[src/rtl/branch_predict_ctrl.sv]
// Branch prediction / redirect controller for the 5-stage RV32I pipeline.
// 2-bit saturating BHT, registered mispredict redirect + flush, saturating statistics.
module branch_predict_ctrl #(
  parameter int IDX_W = 4,
  parameter int CNT_W = 16
) (
  input  logic             clk,
  input  logic             rst,
  input  logic [31:0]      if_pc,
  input  logic             if_is_branch,
  output logic             if_pred_taken,
  input  logic             ex_valid,
  input  logic             ex_branch,
  input  logic             ex_jump,
  input  logic [31:0]      ex_pc,
  input  logic             ex_pred_taken,
  input  logic             ex_taken,
  input  logic [31:0]      ex_target,
  input  logic             stall,
  output logic             redirect,
  output logic [31:0]      redirect_pc,
  output logic             flush_ifid,
  output logic             flush_idex,
  output logic [CNT_W-1:0] branch_cnt,
  output logic [CNT_W-1:0] mispredict_cnt
);

  localparam int unsigned ENTRIES = 2 ** IDX_W;

  typedef enum logic {RUN, FLUSH} state_t;

  state_t           state;
  logic [1:0]       bht [ENTRIES];
  logic [IDX_W-1:0] ridx;
  logic [IDX_W-1:0] widx;
  logic             res;
  logic             mis;
  logic             unused_pc_bits;

  assign ridx = if_pc[IDX_W+1:2];
  assign widx = ex_pc[IDX_W+1:2];
  assign unused_pc_bits = ^{if_pc[31:IDX_W+2], if_pc[1:0]};

  // Array read sees the pre-edge contents, so a same-cycle write returns the old value.
  assign if_pred_taken = if_is_branch & bht[ridx][1];

  // ex_valid gates everything first so X on other ex_* inputs cannot propagate.
  assign res = ex_valid & (ex_branch | ex_jump) & ~stall & (state == RUN);
  assign mis = res & (ex_jump ? ~ex_pred_taken : (ex_taken != ex_pred_taken));

  always_ff @(posedge clk) begin
    if (!rst) begin
      state          <= RUN;
      redirect       <= 1'b0;
      flush_ifid     <= 1'b0;
      flush_idex     <= 1'b0;
      redirect_pc    <= '0;
      branch_cnt     <= '0;
      mispredict_cnt <= '0;
      for (int unsigned i = 0; i < ENTRIES; i++) begin
        bht[i] <= 2'b01;
      end
    end else begin
      case (state)
        RUN: begin
          if (mis) begin
            state       <= FLUSH;
            redirect    <= 1'b1;
            flush_ifid  <= 1'b1;
            flush_idex  <= 1'b1;
            redirect_pc <= (ex_jump | ex_taken) ? ex_target : ex_pc + 32'd4;
          end
        end
        FLUSH: begin
          state       <= RUN;
          redirect    <= 1'b0;
          flush_ifid  <= 1'b0;
          flush_idex  <= 1'b0;
          redirect_pc <= '0;
        end
        default: state <= RUN;
      endcase

      if (res && ex_branch) begin
        if (ex_taken) begin
          if (bht[widx] != 2'b11) bht[widx] <= bht[widx] + 2'd1;
        end else begin
          if (bht[widx] != 2'b00) bht[widx] <= bht[widx] - 2'd1;
        end
      end

      if (res && branch_cnt != '1) branch_cnt <= branch_cnt + CNT_W'(1);
      if (mis && mispredict_cnt != '1) mispredict_cnt <= mispredict_cnt + CNT_W'(1);
    end
  end

endmodule

[config.mk]
export PLATFORM = sky130hd
export DESIGN_NAME = branch_predict_ctrl
export DESIGN_NICKNAME = d
export VERILOG_FILES = /design/src/rtl/branch_predict_ctrl.sv
export SDC_FILE = /design/constraint.sdc
export NUM_CORES = 1
export LEC_CHECK = 0
export ABC_AREA = 1
export CAP_MARGIN = 20
export CORE_MARGIN = 2
export CORE_UTILIZATION = 58
export CTS_CLUSTER_SIZE = 40
export DETAILED_ROUTE_END_ITERATION = 10
export DONT_BUFFER_PORTS = 1
export PLACE_DENSITY = 0.8
export SETUP_SLACK_MARGIN = 0.1
export SLEW_MARGIN = 20
export SYNTH_ARGS = -nofsm -noshare
export SYNTH_HDL_FRONTEND = slang
export SYNTH_SLANG_ARGS = --single-unit
export TNS_END_PERCENT = 50
[constraint.sdc]
create_clock -name clk -period 2.1 [get_ports clk]
set_input_delay 0.63 -clock clk [delete_from_list [all_inputs] [get_ports clk]]
set_output_delay 0.63 -clock clk [all_outputs]
set_load 0.005 [all_outputs]
==> results of run 1 <==
logic make-up (layout without fill, tap and decap cells):
group	count (synthesis)	count (layout)	synth area share
xor+xnor	22	22	0.0317
flops	98	98	0.376
buf+inv	139	158	0.101
fa+ha+maj	6	6	0.0124
simple gates	535	535	0.374
compound gates	118	118	0.105
layer usage:
| metal | vias to the layer above | share of wire | routed length, µm |
|---|---|---|---|
| met5 | - | 0 | 0 |
| met3 | 40 | 0.083 | 1380 |
| met1 | 2691 | 0.41 | 6810 |
| met2 | 236 | 0.48 | 7910 |
| met4 | 0 | 0.029 | 478 |
| li1 | 2982 | - | - |
final timing paths:
path | start | to | slack, ns | cells past startpoint
worst max-delay path | bht[11][1] | if_pred_taken | 0.13 | 4
worst min register to register | redirect_pc[24] | redirect_pc[24] | 0.49 | 2
worst min-delay path | rst | mispredict_cnt[4] | 0.35 | 2
worst max register to register | branch_cnt[0] | branch_cnt[14] | 0.28 | 14
timing repair:
action | CTS | global route
gates cloned | 0 | 1
pin swaps | 0 | 5
hold buffers | 0 | 0
endpoints found under the setup margin | 1 | 55
buffers inserted | 0 | 7
gates resized for setup | 1 | 20
worst register-to-register path, cell delays in order, from the launching register on:
cell,delay [ns]
dfxtp_1,0.39
ha_1,0.21
nand2_1,0.06
inv_1,0.10
nand3_1,0.10
nor2_1,0.17
nand2_1,0.09
nand2_1,0.08
nand2_2,0.12
nand2_2,0.11
nor2_1,0.07
nand2_1,0.08
nand2_1,0.06
nand2_1,0.06
nor2_1,0.04
metrics by stage:
| step | cell area [µm²] | setup slack, ns |
|---|---|---|
| after detailed placement | 6420 | -0.0402 |
| after global placement | 6420 | -0.0237 |
| final | 6770 | 0.130 |
| after floorplan | 6190 | 0.0436 |
| after global routing | 6770 | 0.0464 |
| after CTS | 6660 | 0.103 |
state kept, by name, summed over array words and instances, names as in the netlist:
name and count:
redirect_pc 32, branch_cnt 16, mispredict_cnt 16, bht 32
state 1, redirect 1
cell usage after synthesis (2+ instances only):
cell	count
nand2_1	276
nor2_1	124
inv_1	94
nand3_1	71
dfxtp_1	66
a21oi_1	65
edfxtp_1	32
o21ai_0	32
nor3_1	20
nand4_1	19
clkbuf_1	17
o211ai_1	13
xor2_1	13
xnor2_1	9
buf_6	8
buf_2	6
ha_1	6
inv_2	6
buf_4	4
nand2_2	4
nand3b_1	4
or2_2	4
buf_1	3
nor4_1	3
a31oi_1	2
nand3_2	2
nor2_2	2
o21ai_1	2
power by group:
part | leakage (µW) | switching (µW) | internal [µW] | total (µW)
combinational | 0.00177 | 320 | 181 | 501
clock | 0.000118 | 765 | 696 | 1460
sequential | 0.000817 | 35.7 | 1990 | 2030
total | 0.00270 | 1120 | 2870 | 3990
layout make-up:
class | instances | area (µm²) | area share
clock inverters | 7 | 109 | 0.0161
well taps | 136 | 170 | 0.0251
flip-flops and latches | 98 | 2290 | 0.338
clock buffers | 9 | 124 | 0.0183
multi-input cells | 681 | 3310 | 0.489
inverters | 100 | 384 | 0.0567
repair buffers | 42 | 387 | 0.0571
==> flow_summary.ini, run 1 <==
[outcome]
outcome = finished, final reports clean

[floorplan]
die_y_um = 106
num_io_pins = 173
dieArea_um2 = 11300
chipWidth_um = 106
floorplan.initialDensity = 0.594
num_rows = 37
fp.coreArea_um2 = 10200

[final_layout]
drive_gt1_frac = 0.134
n_antenna_cell = 0
final_common_cell = nand2_1
syn2layout_area_growth_pct = 11.5
mostFrequentLayoutCells = 254 x nand2_1, 122 x nor2_1, 89 x inv_1, 63 x a21oi_1, 63 x dfxtp_1
nNetsFinal = 1043
stdcell_count = 1073
nFillCells = 952
final_util = 0.662

[detailed_routing]
detail_route.wl_per_cell_um = 15.5
firstDrtPassIters = 5
wl_um = 16600
drc = 0
antenna_left = 0
drt-initial-drc-count = 427
vias = 5949
vias_per_cell = 5.54

[global_routing]
grt_pass1_wl_um = 26400
track_usage = 0.296
grt_max_degree = 52
antenna_found_initial = 0
met2_usage = 0.489
grt_use_met1 = 0.364
overflow = 0
grt_pass1_vias = 5465
busiest_layer = met2
grt_use_met3 = 0.0877

[critical_path]
path_max_fanout = 2
worst-path-buf-inv = 0
max_stage_delay_ns = 0.44
worstPathArrival_ns = 1.34
critPathLaunchType = register
critPathRequiredTime_ns = 1.47
cpLargestDelayFamily = flip-flops
crit_type = reg -> out
end_kind = output pin
critPathSlowestCell = edfxtp_1
crit_chain = o21ai_0 -> nand2_1 -> o211ai_1 -> a21boi_1

[synthesis]
synth_ff_type = dfxtp_1
synthCells = 918
yosysSeqAreaShare = 0.376
synth_largest_area_cell = dfxtp_1
ys_warn_count = 0
ys_ff_latch = 98
async_flop_share = 0
synth_edf_count = 32
synth.distinct_cells = 39
synth.top_cell.area_share = 0.218
syn-num-nets = 1029
synth_area_um2 = 6070
synthTopCellsByArea = dfxtp_1 22%, nand2_1 17%, edfxtp_1 16%, nor2_1 7.7%, nand3_1 5.9%
synth.avg_cell_area_um2 = 6.62

[clock_network]
cts_tree = built
root_buffer = clkbuf_8
cts_made_buffers = 9
clk-insertion-delay-late_ns = 0.39
clock_sinks = 98
path_clk_slew_ns = 0.11
cts_max_level = 3
ctsLongestPathBuffers = 2

[power_and_ir_drop]
vdd_drop_max_uv = 421
p_total_uw = 3990
p_per_area_nw_per_um2 = 590
power.leakage_uw = 0.00270

[job]
cap_violations = 0

[timing]
drv_slew = 0
rsz0062_at_grt = true
min_period_ns = 1.97
hold_violations = 0
clock_skew_ns = 0.0119
fmax_mhz = 508
timing.hold.ws_ns = 0.352
setup_viol = 0
relSlewSlack = 0.760
tightest_slew_ns = 0.358
fin_setup_tns_ns = 0
finalCritPeriodShare = 0.938

[hold_path]
hp-class = in -> reg

[placement]
hpwl_um = 12100
dp_cells = 1049
place_congestion = 0.993
io_buffers = 0
Power figures use the tool's default switching activity.
==> run 2: changes to the inputs <==
--- a/config.mk
+++ b/config.mk
@@ -8,11 +8,11 @@
 export ABC_AREA = 1
 export CAP_MARGIN = 20
 export CORE_MARGIN = 2
-export CORE_UTILIZATION = 58
+export CORE_UTILIZATION = 35
 export CTS_CLUSTER_SIZE = 40
 export DETAILED_ROUTE_END_ITERATION = 10
 export DONT_BUFFER_PORTS = 1
-export PLACE_DENSITY = 0.8
+export PLACE_DENSITY = 0.55
 export SETUP_SLACK_MARGIN = 0.1
 export SLEW_MARGIN = 20
 export SYNTH_ARGS = -nofsm -noshare
==> run 2 against run 1 <==
Against the previous run:
- count of clock-buffer cells in the layout up 3
- cell area up 3.4%
- sequential share of layout area down 1.1 points
- non-clock buffer count up 9
- sequential power about the same
- global-route usage down 9.9 points
==> flow_summary.ini, run 2 (same netlist as run 1, synthesis figures left out) <==
[outcome]
outcome = finished, final reports clean

[timing]
clock_skew_ns = 0.0123
drv_slew = 0
relSlewSlack = 0.711
fmax_mhz = 509
timing.hold.ws_ns = 0.383
min_period_ns = 1.96
tightest_slew_ns = 0.434
rsz0062_at_grt = true
hold_violations = 0
setup_viol = 0
finalCritPeriodShare = 0.936

[floorplan]
num_io_pins = 173
num_rows = 48
dieArea_um2 = 18400
floorplan.initialDensity = 0.355
die_y_um = 136
fp.coreArea_um2 = 17100
chipWidth_um = 136

[critical_path]
critPathLaunchType = input pin
critPathRequiredTime_ns = 1.47
end_kind = output pin
worstPathArrival_ns = 1.33
crit_type = in -> out
path_max_fanout = 11

[clock_network]
root_buffer = clkbuf_16
cts_tree = built
cts_max_level = 3
cts_made_buffers = 9
clk-insertion-delay-late_ns = 0.36
ctsLongestPathBuffers = 2
clock_sinks = 98
path_clk_slew_ns = 0.08

[global_routing]
track_usage = 0.197
grt_max_degree = 52
antenna_found_initial = 0
overflow = 0
grt_pass1_vias = 5398
grt_pass1_wl_um = 28200

[final_layout]
stdcell_count = 1171
nNetsFinal = 1052
mostFrequentLayoutCells = 255 x nand2_1, 121 x nor2_1, 90 x inv_1, 64 x a21oi_1, 64 x dfxtp_1
nFillCells = 1856
final_util = 0.409
reg_top3 = bht (32), redirect_pc (32)
drive_gt1_frac = 0.141
syn2layout_area_growth_pct = 15.3
n_antenna_cell = 0
final_common_cell = nand2_1

[placement]
hpwl_um = 13500
io_buffers = 0
place_congestion = 0.905
dp_cells = 1150

[power_and_ir_drop]
vdd_drop_max_uv = 350
p_per_area_nw_per_um2 = 610
p_total_uw = 4270
power.leakage_uw = 0.00277

[detailed_routing]
vias_per_cell = 4.97
vias = 5820
antenna_left = 0
detail_route.wl_per_cell_um = 15.4
firstDrtPassIters = 5
wl_um = 18000
drt-initial-drc-count = 305
drc = 0

[job]
cap_violations = 0

[hold_path]
hp-class = in -> reg
## run 2: final timing paths
check | slack, ns | endpoint | startpoint | depth (start not counted)
setup / recovery | 0.14 | if_pred_taken | if_pc[2] | 6
hold / removal | 0.38 | mispredict_cnt[4] | rst | 2
setup reg to reg | 0.26 | mispredict_cnt[5] | mispredict_cnt[0] | 12
hold reg to reg | 0.49 | redirect_pc[31] | redirect_pc[31] | 2
## run 2: power breakdown
group | leakage [µW] | switching, µW | internal [µW]
clock | 0.000151 | 797 | 930
sequential | 0.000817 | 33.6 | 1990
combinational | 0.00180 | 330 | 185
total | 0.00277 | 1160 | 3110
## run 2: through the flow
stage / TNS (ns) / instance area, µm² / setup slack [ns]
2_1_floorplan: 0 / 6190 / 0.0436
3_3_place_gp: -2.06 / 6630 / -0.101
3_5_place_dp: -2.31 / 6630 / -0.110
4_1_cts: 0 / 6930 / 0.109
5_1_grt: 0 / 7000 / 0.0576
6_report: 0 / 7000 / 0.135
## run 2: worst max-delay path, cell delays in order
cell and delay (ns):
inv_1 0.08, a21oi_1 0.16, o21ai_0 0.11, nand3_1 0.09
o211ai_1 0.09, a21boi_1 0.19
## run 2: layout make-up
| class | instances | area, µm² | share of cell area |
|---|---|---|---|
| Sequential cell | 98 | 2280 | 0.326 |
| Clock inverter | 4 | 37.5 | 0.00536 |
| Inverter | 100 | 384 | 0.0549 |
| Timing Repair Buffer | 51 | 430 | 0.0615 |
| Clock buffer | 12 | 268 | 0.0382 |
| Multi-Input combinational cell | 681 | 3310 | 0.473 |
| Tap cell | 225 | 282 | 0.0402 |
## run 2: metal layers
layer,track usage,part of all wire,vias up
li1,-,-,3010
met1,0.259,0.46,2653
met2,0.319,0.46,145
met3,0.0572,0.067,12
met4,0.0492,0.0091,0
met5,0,0,-
## run 2: timing repair
item,4_1_cts,5_1_grt
pin swaps,0,4
endpoints found under the setup margin,1,27
gates resized for setup,1,17
hold buffers,0,0
setup buffers,0,5
==> run 3: changes to the inputs <==
--- a/config.mk
+++ b/config.mk
@@ -7,6 +7,7 @@
 export LEC_CHECK = 0
 export ABC_AREA = 1
 export CAP_MARGIN = 20
+export CORE_ASPECT_RATIO = 0.7
 export CORE_MARGIN = 2
 export CORE_UTILIZATION = 35
 export CTS_CLUSTER_SIZE = 40
==> run 3 against run 2 <==
Against the previous run:
- highest routed layer unchanged
- power rose by 4.3%
- via count is 0.57% lower
- critical endpoint unchanged
- final cell count grew 0.43%
==> flow_summary.ini, run 3 (same netlist as run 1, synthesis figures left out) <==
[floorplan]
dieArea_um2 = 18400
fp.coreArea_um2 = 17100
die_y_um = 114
chipWidth_um = 161
floorplan.initialDensity = 0.356
num_io_pins = 173
num_rows = 40

[placement]
hpwl_um = 14800
io_buffers = 0
place_congestion = 0.947

[critical_path]
crit_type = reg -> out
worstPathArrival_ns = 1.33
end_kind = output pin
r2r-start = mispredict_cnt[0]
path_max_fanout = 2
critPathRequiredTime_ns = 1.47
critPathLaunchType = register
startpoint = bht[5][1]

[timing]
setup_viol = 0
hold_violations = 0
finalCritPeriodShare = 0.933
min_period_ns = 1.96
drv_slew = 0
tightest_slew_ns = 0.577
fmax_mhz = 510
rsz0062_at_grt = true
relSlewSlack = 0.613
clock_skew_ns = 0.00695

[final_layout]
reg_top3 = bht (32), redirect_pc (32)
syn2layout_area_growth_pct = 15.8
nNetsFinal = 1051
n_antenna_cell = 0
mostFrequentLayoutCells = 255 x nand2_1, 123 x nor2_1, 88 x inv_1, 64 x dfxtp_1, 62 x a21oi_1
final_util = 0.412
drive_gt1_frac = 0.141
final_common_cell = nand2_1

[hold_path]
min-delay-start = rst
hp-class = in -> reg

[clock_network]
ctsLongestPathBuffers = 2
cts_tree = built
holdBufCountCts = 0
clk-insertion-delay-late_ns = 0.35
cts_max_level = 3
root_buffer = clkbuf_16
path_clk_slew_ns = 0.07
clock_sinks = 98
cts_made_buffers = 9

[power_and_ir_drop]
p_comb_frac = 0.117
power_frac_seq = 0.457
power.internal_uw = 3290
clkPwrFrac = 0.426
vdd_drop_max_uv = 365
p_total_uw = 4450
switchingPower_uw = 1160
switching_share = 0.261
p_per_area_nw_per_um2 = 633
power.leakage_uw = 0.00280

[job]
cap_violations = 0

[detailed_routing]
drc = 0
firstDrtPassIters = 4
detail_route.wl_per_cell_um = 16.4
drt-initial-drc-count = 392
antenna_left = 0
vias_per_cell = 4.92
vias = 5787
wl_um = 19300

[global_routing]
overflow = 0
track_usage = 0.210
antenna_found_initial = 0
grt_max_degree = 52
grt_pass1_wl_um = 30300
grt_pass1_vias = 5508

[outcome]
outcome = finished, final reports clean
run 3: cell count changes in the layout (fill, tap and decap cells not counted), moves of 2 or more:
cell	change
a21oi_2	+2
inv_2	+2
a21oi_1	-2
buf_6	+2
nor2_1	+2
inv_1	-2
nor2_2	-2
run 3: final timing paths:
path | to | cells past startpoint | slack [ns]
max | if_pred_taken | 6 | 0.14
min | mispredict_cnt[4] | 2 | 0.41
max reg2reg | mispredict_cnt[4] | 13 | 0.24
min reg2reg | redirect_pc[11] | 2 | 0.49
run 3: power groups by stage:
stage / clock network (µW) / logic [µW] / registers, µW
after floorplan: 0 / 390 / 2060
after global placement: 0 / 512 / 2080
after detailed placement: 0 / 514 / 2080
after CTS: 1940 / 517 / 2030
after global routing: 2000 / 586 / 2040
final: 1900 / 523 / 2030
run 3: what timing repair did:
action,in CTS,in global routing
pin swaps,1,4
gates resized for setup,1,19
buffers inserted,0,2
setup endpoints to repair,1,55
run 3: metrics by stage:
step	instance area, µm²	setup WS [ns]	instances	setup TNS, ns	hold slack (ns)
floorplan	6190	0.0436	918	0	0.460
global placement	6640	-0.0473	1158	-0.670	0.480
detailed placement	6640	-0.0523	1158	-0.779	0.481
CTS	6970	0.111	1174	0	0.386
global route	7030	0.0372	1176	0	0.398
finish	7030	0.140	1176	0	0.407
run 3: layout make-up:
cell class                      count  area (µm²)
Clock inverter                      4        50.0
Tap cell                          231         289
Fill cell                        1838       10000
Inverter                          100         380
Clock buffer                       12         289
Sequential cell                    98        2280
Timing Repair Buffer               50         420
Multi-Input combinational cell    681        3320
run 3: metal layers:
metal	share of wire	up-vias	global-route usage
met4	0.0098	0	0.0452
met2	0.42	142	0.308
met5	0	-	0
met1	0.50	2622	0.300
li1	-	3010	-
met3	0.074	13	0.0699
run 3: critical path: stages, from the launching register on:
cell and delay [ns]:
edfxtp_1 0.38, inv_2 0.06, a21oi_2 0.10, o21ai_1 0.07, nand3_1 0.09, o211ai_1 0.09, a21boi_1 0.19
